`src/rtl/write_back_arbiter.sv`:
```
`default_nettype none
// ============================================================================
// Module   : write_back_arbiter
// Purpose  : Fixed-priority write-back port arbiter with bounded starvation of
//            the multi-cycle unit; registered register-file write port.
// Revision : 1.0
// ============================================================================
module write_back_arbiter #(
    parameter int BUS_WIDTH    = 32,
    parameter int ADDR_WIDTH   = 5,
    parameter int STARVE_LIMIT = 4
) (
    input  logic                  clk,
    input  logic                  rst_n,
    input  logic                  valid0,
    input  logic [ADDR_WIDTH-1:0] rd0,
    input  logic [BUS_WIDTH-1:0]  data0,
    output logic                  ready0,
    input  logic                  flush0,
    input  logic                  valid1,
    input  logic [ADDR_WIDTH-1:0] rd1,
    input  logic [BUS_WIDTH-1:0]  data1,
    output logic                  ready1,
    output logic                  wb_select,
    output logic                  rf_wr_en,
    output logic [ADDR_WIDTH-1:0] rf_wr_addr,
    output logic [BUS_WIDTH-1:0]  rf_wr_data
);

    localparam int                 c_cnt_width = $clog2(STARVE_LIMIT + 1);
    localparam logic [c_cnt_width-1:0] c_limit = c_cnt_width'(STARVE_LIMIT);

    logic [c_cnt_width-1:0] r_starve_cnt;
    logic                   r_wb_select;
    logic                   r_rf_wr_en;
    logic [ADDR_WIDTH-1:0]  r_rf_wr_addr;
    logic [BUS_WIDTH-1:0]   r_rf_wr_data;

    logic                   w_force1;
    logic                   w_v0;
    logic                   w_grant0;
    logic                   w_grant1;
    logic                   w_any_grant;
    logic [ADDR_WIDTH-1:0]  w_sel_rd;
    logic [BUS_WIDTH-1:0]   w_sel_data;
    logic [c_cnt_width-1:0] w_starve_cnt_nxt;

    // FORCED state is simply the saturated counter; it returns to NORMAL
    // once the forced grant clears the counter.
    assign w_force1    = (r_starve_cnt == c_limit);
    assign w_v0        = valid0 & ~flush0;
    assign w_grant1    = valid1 & (~w_v0 | w_force1);
    assign w_grant0    = w_v0 & ~w_grant1;
    assign w_any_grant = w_grant0 | w_grant1;

    // A flushed requester-0 entry is consumed without producing a write.
    assign ready0 = rst_n & (w_grant0 | (valid0 & flush0));
    assign ready1 = rst_n & w_grant1;

    assign w_sel_rd   = w_grant1 ? rd1   : rd0;
    assign w_sel_data = w_grant1 ? data1 : data0;

    always_comb begin
        w_starve_cnt_nxt = r_starve_cnt;
        if (w_grant1 || !valid1) begin
            w_starve_cnt_nxt = '0;
        end else if (r_starve_cnt < c_limit) begin
            w_starve_cnt_nxt = r_starve_cnt + 1'b1;
        end
    end

    always_ff @(posedge clk or negedge rst_n) begin
        if (!rst_n) begin
            r_starve_cnt <= '0;
            r_wb_select  <= 1'b0;
            r_rf_wr_en   <= 1'b0;
            r_rf_wr_addr <= '0;
            r_rf_wr_data <= '0;
        end else begin
            r_starve_cnt <= w_starve_cnt_nxt;
            r_rf_wr_en   <= w_any_grant & (w_sel_rd != '0);
            if (w_any_grant) begin
                r_wb_select  <= w_grant1;
                r_rf_wr_addr <= w_sel_rd;
                r_rf_wr_data <= w_sel_data;
            end
        end
    end

    assign wb_select  = r_wb_select;
    assign rf_wr_en   = r_rf_wr_en;
    assign rf_wr_addr = r_rf_wr_addr;
    assign rf_wr_data = r_rf_wr_data;

endmodule
`default_nettype wire

```
`config.mk`:
```
export PLATFORM = sky130hd
export DESIGN_NAME = write_back_arbiter
export DESIGN_NICKNAME = d
export VERILOG_FILES = /design/src/rtl/write_back_arbiter.sv
export SDC_FILE = /design/constraint.sdc
export NUM_CORES = 1
export LEC_CHECK = 0
export CORE_MARGIN = 3
export CORE_UTILIZATION = 38
export DETAILED_ROUTE_END_ITERATION = 8
export PLACE_DENSITY = 0.81
export SYNTH_ARGS = -nofsm -noshare
export SYNTH_HDL_FRONTEND = slang
export SYNTH_SLANG_ARGS = --single-unit
```
`constraint.sdc`:
```
create_clock -name clk -period 2.3 [get_ports clk]
set_clock_uncertainty 0.15 [all_clocks]
set_input_delay 0.345 -clock clk [delete_from_list [all_inputs] [get_ports clk]]
set_output_delay 0.345 -clock clk [all_outputs]
set_load 0.05 [all_outputs]
```
==> impl_metrics.csv, run 1 <==
group,metric,value,unit
status,status,"finished, final reports clean",
synthesis,synth-compound-area-share,0.234,
synthesis,synthFlopType,"dfrtp_1",
synthesis,syn_nets,256,
synthesis,synth_cell_types,30,
timing,relSlewSlack,0.420,
placed_design,placed_area,3290,µm²
layout,syn_to_final_growth,66.5,%
setup_path,cp.arrival,1.69,ns
setup_path,setup.worst_path.start,"r_starve_cnt[0]$_DFFE_PN0P_",
routing,drc_errors,0,
synthesis,yosys.area_share.simple,0.169,
layout,finalInstanceArea,3440,µm²
clock_tree,cts_root_buffer,"clkbuf_8",
timing,fin_crit_sh,0.948,
timing,setup_violations,0,
layout,nets,374,
floorplanning,io_pins,120,
routing,drt_iter0_drc,66,
timing,fin_setup_tns,0,ns
power_and_ir_drop,power.density,677,nW/µm²
clock_tree,post_cts_buffers,0,
setup_path,cp.required,1.80,ns
global_routing,grt_pass1_vias,2108,
clock_tree,ctsResizeCount,0,
floorplanning,die_y,79.7,µm
synthesis,synth_warnings,0,
synthesis,synthArstFlopShare,1.00,
routing,wl_per_cell,16.5,µm
layout,final_core_util,0.665,
placed_design,hpwl,4440,µm
placed_design,place_ws,0.116,ns
floorplanning,die-area,6360,µm²
timing,finalHoldViolCount,0,
setup_path,crit_chain,"inv_1, ha_1, nand2_2, a21oi_4, and2_1, buf_12",
routing,drtAntennaViolNets,0,
power_and_ir_drop,power_leakage,1.51,nW
worst_hold_path,hp-class,"flop to flop",
synthesis,syn_area,2070,µm²
floorplanning,core,5170,µm²
routing,drt_wl_total,6020,µm
global_routing,gr-total-overflow,0,
timing,fmax,458,MHz
setup_path,start_kind,"flop",
setup_path,timing.rr.start,"r_starve_cnt[0]$_DFFE_PN0P_",
power_and_ir_drop,finalPower,2.33,mW
layout,antenna_cells,0,
placed_design,gp_congestion,0.813,
routing,dr.pass1.iters,4,
setup_path,crit_fanout,9,
layout,fin_cells,364,
synthesis,synth_fa_ha_area_frac,0.0121,
synthesis,avgSynthCellArea,11.8,µm²
timing,tightest_slew,0.868,ns
routing,vias,1975,
timing,timing.final.ws_setup,0.119,ns
clock_tree,cts_tree,"done",
routing,vias_per_cell,5.43,
clock_tree,insertion_delay,0.29,ns
floorplanning,start_util,0.399,
worst_hold_path,min_from,"wb_select$_DFFE_PN0P_",
clock_tree,numCtsBuffers,5,
timing,final_max_slew_viol_count,0,
global_routing,grt_use_total,0.200,
timing,rsz0062_at_grt,"true",
placed_design,io_buffers,119,
synthesis,synth_top_family_by_area,"compound AO/OA/AOI/OAI gates",
placed_design,dpl.cell_count,355,
setup_path,cp_slowest_cell,"dfrtp_1",
setup_path,endpoint_kind,"output port",
clock_tree,clk_pin_slew,0.08,ns
setup_path,critical_path_class,"flop to output port",
synthesis,seq_area_frac_synth,0.509,
synthesis,synth_seq_cells,42,
layout,fillers,411,
global_routing,grt_pass1_wl,9990,µm
clock_tree,cts-htree-levels,2,
synthesis,synthXorXnorAreaFrac,0,
global_routing,antenna_found_initial,0,
clock_tree,cts.sinks,42,
synthesis,synthCells,175,
timing,fin_crit,2.18,ns
global_routing,grt_max_degree,33,
synthesis,synth-edff-count,0,
clock_tree,cts.path.max_buffers,2,
synthesis,muxShareOfSynthArea,0,
setup_path,max_stage_delay,0.41,ns
run,max-cap-violations,0,
layout,drive_above_1_share,0.0952,
floorplanning,rows,26,
power_and_ir_drop,ir_drop,0.326,mV
timing,hold_slack,0.346,ns
floorplanning,die_width,79.7,µm
-- cell usage after synthesis (3+ instances only) --
master | instances | area [µm²]
and3_1 | 34 | 213
nand2_1 | 3 | 11.3
dfrtp_1 | 42 | 1050
a221o_1 | 32 | 320
clkbuf_1 | 5 | 18.8
buf_6 | 8 | 90.1
nand3_1 | 10 | 50.1
inv_1 | 3 | 11.3
buf_2 | 3 | 15.0
o211ai_1 | 10 | 75.1
-- cell usage in the layout, fill, tap and decap left out, types with 3 or more instances in the layout --
cell type	n
clkdlybuf4s50_1	116
buf_4	10
dfrtp_1	42
nand2_1	3
nand3_1	10
clkbuf_8	5
inv_1	3
a221o_1	32
and3_1	34
o211ai_1	10
-- worst max-delay path: cells and delay by family, from the launching register on --
kind            cells  cell delay, ns
compound gates      1            0.20
flops               1            0.41
simple gates        2            0.37
fa+ha+maj           1            0.21
buf+inv             2            0.22
-- power breakdown --
| part | switching [mW] | total, mW | internal, mW |
|---|---|---|---|
| Combinational | 0.442 | 0.785 | 0.343 |
| Sequential | 0.0387 | 0.853 | 0.814 |
| Clock | 0.256 | 0.691 | 0.435 |
-- what timing repair did --
action | CTS | global route
setup endpoints to repair | 0 | 7
hold buffers | 1 | 0
endpoints found under the hold margin | 42 | 0
-- layer usage --
| layer | global-route usage | vias up | routed length [µm] |
|---|---|---|---|
| li1 | - | 928 | - |
| met1 | 0.254 | 949 | 2600 |
| met2 | 0.335 | 94 | 2870 |
| met3 | 0.0609 | 4 | 522 |
| met4 | 0.0456 | 0 | 26 |
| met5 | 0 | - | 0 |
-- cells by family (layout without fill, tap and decap cells) --
family	Yosys count	after routing
adders and majority gates	2	2
and+or+nand+nor	57	57
buffers and inverters	23	142
AOI/OAI and AO/OA	51	51
DFF	42	42
-- cell type report --
cell class | count | area, µm² | share of cell area
clock buffer | 5 | 68.8 | 0.0200
clock inverter | 3 | 68.8 | 0.0200
inverter | 4 | 15.0 | 0.00437
multi-input combinational | 110 | 857 | 0.249
sequential | 42 | 1050 | 0.306
tap | 70 | 87.6 | 0.0255
timing repair buffer | 130 | 1290 | 0.375
-- state kept, by name (all words and copies together), names as in the netlist --
| register | count |
|---|---|
| rf_wr_data | 32 |
| wb_select | 1 |
| rf_wr_en | 1 |
| r_starve_cnt | 3 |
| rf_wr_addr | 5 |
-- final timing paths --
kind | end | slack (ns) | cells past startpoint
min in group asynchronous | rf_wr_addr[4]$_DFFE_PN0P_ | 0.48 | 3
max in group asynchronous | rf_wr_data[13]$_DFFE_PN0P_ | 1.27 | 3
setup reg to reg | rf_wr_data[5]$_DFFE_PN0P_ | 0.14 | 5
hold / removal | wb_select$_DFFE_PN0P_ | 0.35 | 2
setup / recovery | ready1 | 0.12 | 6
hold reg to reg | wb_select$_DFFE_PN0P_ | 0.35 | 2
Power figures use the tool's default switching activity.
==> run 2: changes to the inputs <==
Settings changed: CTS_CLUSTER_SIZE set to 20.
==> results of run 2 <==
Final layout, timing and power as in run 1 (identical DEF).
==> edit (config.mk and constraints of run 2) <==
Change the parameter `ADDR_WIDTH` from 5 to 6.
--- a/src/rtl/write_back_arbiter.sv
+++ b/src/rtl/write_back_arbiter.sv
@@ -7,7 +7,7 @@
 // ============================================================================
 module write_back_arbiter #(
     parameter int BUS_WIDTH    = 32,
-    parameter int ADDR_WIDTH   = 5,
+    parameter int ADDR_WIDTH   = 6,
     parameter int STARVE_LIMIT = 4
 ) (
     input  logic                  clk,
Ports: changed (resized rd0, rd1 and rf_wr_addr); port bits go from 120 to 123. The function was not compared with the original's and may differ.
==> edit against run 2 <==
- sequential cell count is 1 higher
- power is 7.7% lower
- highest routed layer unchanged
- largest cell class unchanged
- register-to-register slack improved by 0.05 ns
- synthesized cell count is 1.7% higher
- area after synthesis rose by 1.4%
- combinational power increased by 4.3%
- cell area rose by 0.51%
- routed wire length increased by 5.5%
- cell count rose by 1.9%
- worst setup slack improved by 0.069 ns
- die area rose by 1.3%
==> edit: results (changes against run 2) <==
\begin{tabular}{lr}
\hline
Metric & Value \\
\hline
\multicolumn{2}{l}{\textbf{Placement}} \\
\quad Total of buffers placed on input and output ports & 122 (+2.5\%) \\
\quad DP HPWL & 4710 um (+6.0\%) \\
\quad Placed insts & 362 (+2.0\%) \\
\quad Post-Place Setup Slack & 0.0772 ns (-0.0384 ns) \\
\quad Standard cell area after detailed placement & 3370 sq um (+2.2\%) \\
\multicolumn{2}{l}{\textbf{Cells and area}} \\
\quad Filler-free cell count of the finished design & 371 (+1.9\%) \\
\quad Number of nets in the final layout & 383 (+2.4\%) \\
\multicolumn{2}{l}{\textbf{Yosys}} \\
\quad Post-synthesis mux area share & 0.0287 (+0.0287) \\
\quad Net Count, Synth & 261 (+2.0\%) \\
\quad Synth cell types & 29 (-3.3\%) \\
\quad Cell types with the largest area share after synthesis & sky130\_fd\_sc\_hd\_\_dfrtp\_1 51\%, sky130\_fd\_sc\_hd\_\_a221o\_1 15\%, sky130\_fd\_sc\_hd\_\_and3\_1 9.6\% \\
\quad Register area share after synthesis & 0.514 (+0.00496) \\
\quad Average footprint of a synthesized cell & 11.8 sq um (-0.32\%) \\
\quad Post-synth top cells & 43 x sky130\_fd\_sc\_hd\_\_dfrtp\_1, 32 x sky130\_fd\_sc\_hd\_\_a221o\_1, 32 x sky130\_fd\_sc\_hd\_\_and3\_1 \\
\multicolumn{2}{l}{\textbf{Run status}} \\
\quad Outcome & completed \\
\multicolumn{2}{l}{\textbf{Detailed routing}} \\
\quad DR iter-0 viols & 107 (+62\%) \\
\quad Number of vias per cell after detailed routing & 5.43 (about the same) \\
\quad Routed Wire Length & 6350 um (+5.5\%) \\
\quad Amount of wire on met2 after detailed routing & 3100 um (+8.1\%) \\
\quad Met1 wire length & 2640 um (+1.5\%) \\
\quad Met3 wire length & 545 um (+4.4\%) \\
\multicolumn{2}{l}{\textbf{Critical path}} \\
\quad Terminus of the critical flop-to-flop path & rf\_wr\_data[20]\$\_DFFE\_PN0P\_ \\
\quad Crit path max fanout & 32 (+23) \\
\quad Maximum cell stage delay along the critical path & 0.73 ns (+0.32 ns) \\
\quad Crit path max-delay cell type & sky130\_fd\_sc\_hd\_\_a21oi\_4 \\
\quad Category of cells accounting for the largest share of critical-path delay & compound AO/OA/AOI/OAI gates \\
\quad Register-to-register setup slack & 0.19 ns (+0.05 ns) \\
\quad CP arrival & 2.18 ns (+0.49 ns) \\
\multicolumn{2}{l}{\textbf{Power}} \\
\quad Reported leakage power & 1.55 nW (+2.5\%) \\
\multicolumn{2}{l}{\textbf{STA}} \\
\quad Hold Slack & 0.253 ns (-0.0937 ns) \\
\quad Worst slew pin tran & 0.906 ns (+0.0384 ns) \\
\multicolumn{2}{l}{\textbf{GRT}} \\
\quad GRT Util Overall & 0.200 (+0.000429) \\
\quad Global routing met1 resource utilization & 0.267 (+0.0130) \\
\quad Fraction of met2 tracks used by global routing & 0.319 (-0.0160) \\
\quad Vias in the first global route & 2041 (-3.2\%) \\
\quad GRT met3 Usage & 0.0561 (-0.00489) \\
\hline
\end{tabular}
==> edit: cell types whose count changed after synthesis, moves of 5 or more <==
cell,run 2,this run
sky130_fd_sc_hd__a221oi_1,1,6
sky130_fd_sc_hd__inv_1,3,9
sky130_fd_sc_hd__mux2i_1,0,6
sky130_fd_sc_hd__nand3_1,10,0
sky130_fd_sc_hd__nor3_1,1,6
sky130_fd_sc_hd__o211ai_1,10,0
==> edit: area by class of cell <==
class                           instances  area (sq um)
Multi-Input combinational cell        108           861
Clock buffer                            7          76.3
Inverter                               10          37.5
Tap cell                               70          87.6
Fill cell                             418          1750
Timing Repair Buffer                  132          1310
Sequential cell                        43          1080
Clock inverter                          1          5.00
==> edit: cells by family after synthesis <==
group / Yosys count
AO/OA/AOI/OAI: 47
adder cells (fa/ha/maj): 2
buffers and inverters: 27
flip-flops: 43
multiplexers: 6
AND/OR/NAND/NOR: 53
==> edit: report_power, final <==
group / switching (mW) / internal, mW
sequential: 0.0411 / 0.835
clock: 0.243 / 0.213
combinational: 0.462 / 0.357
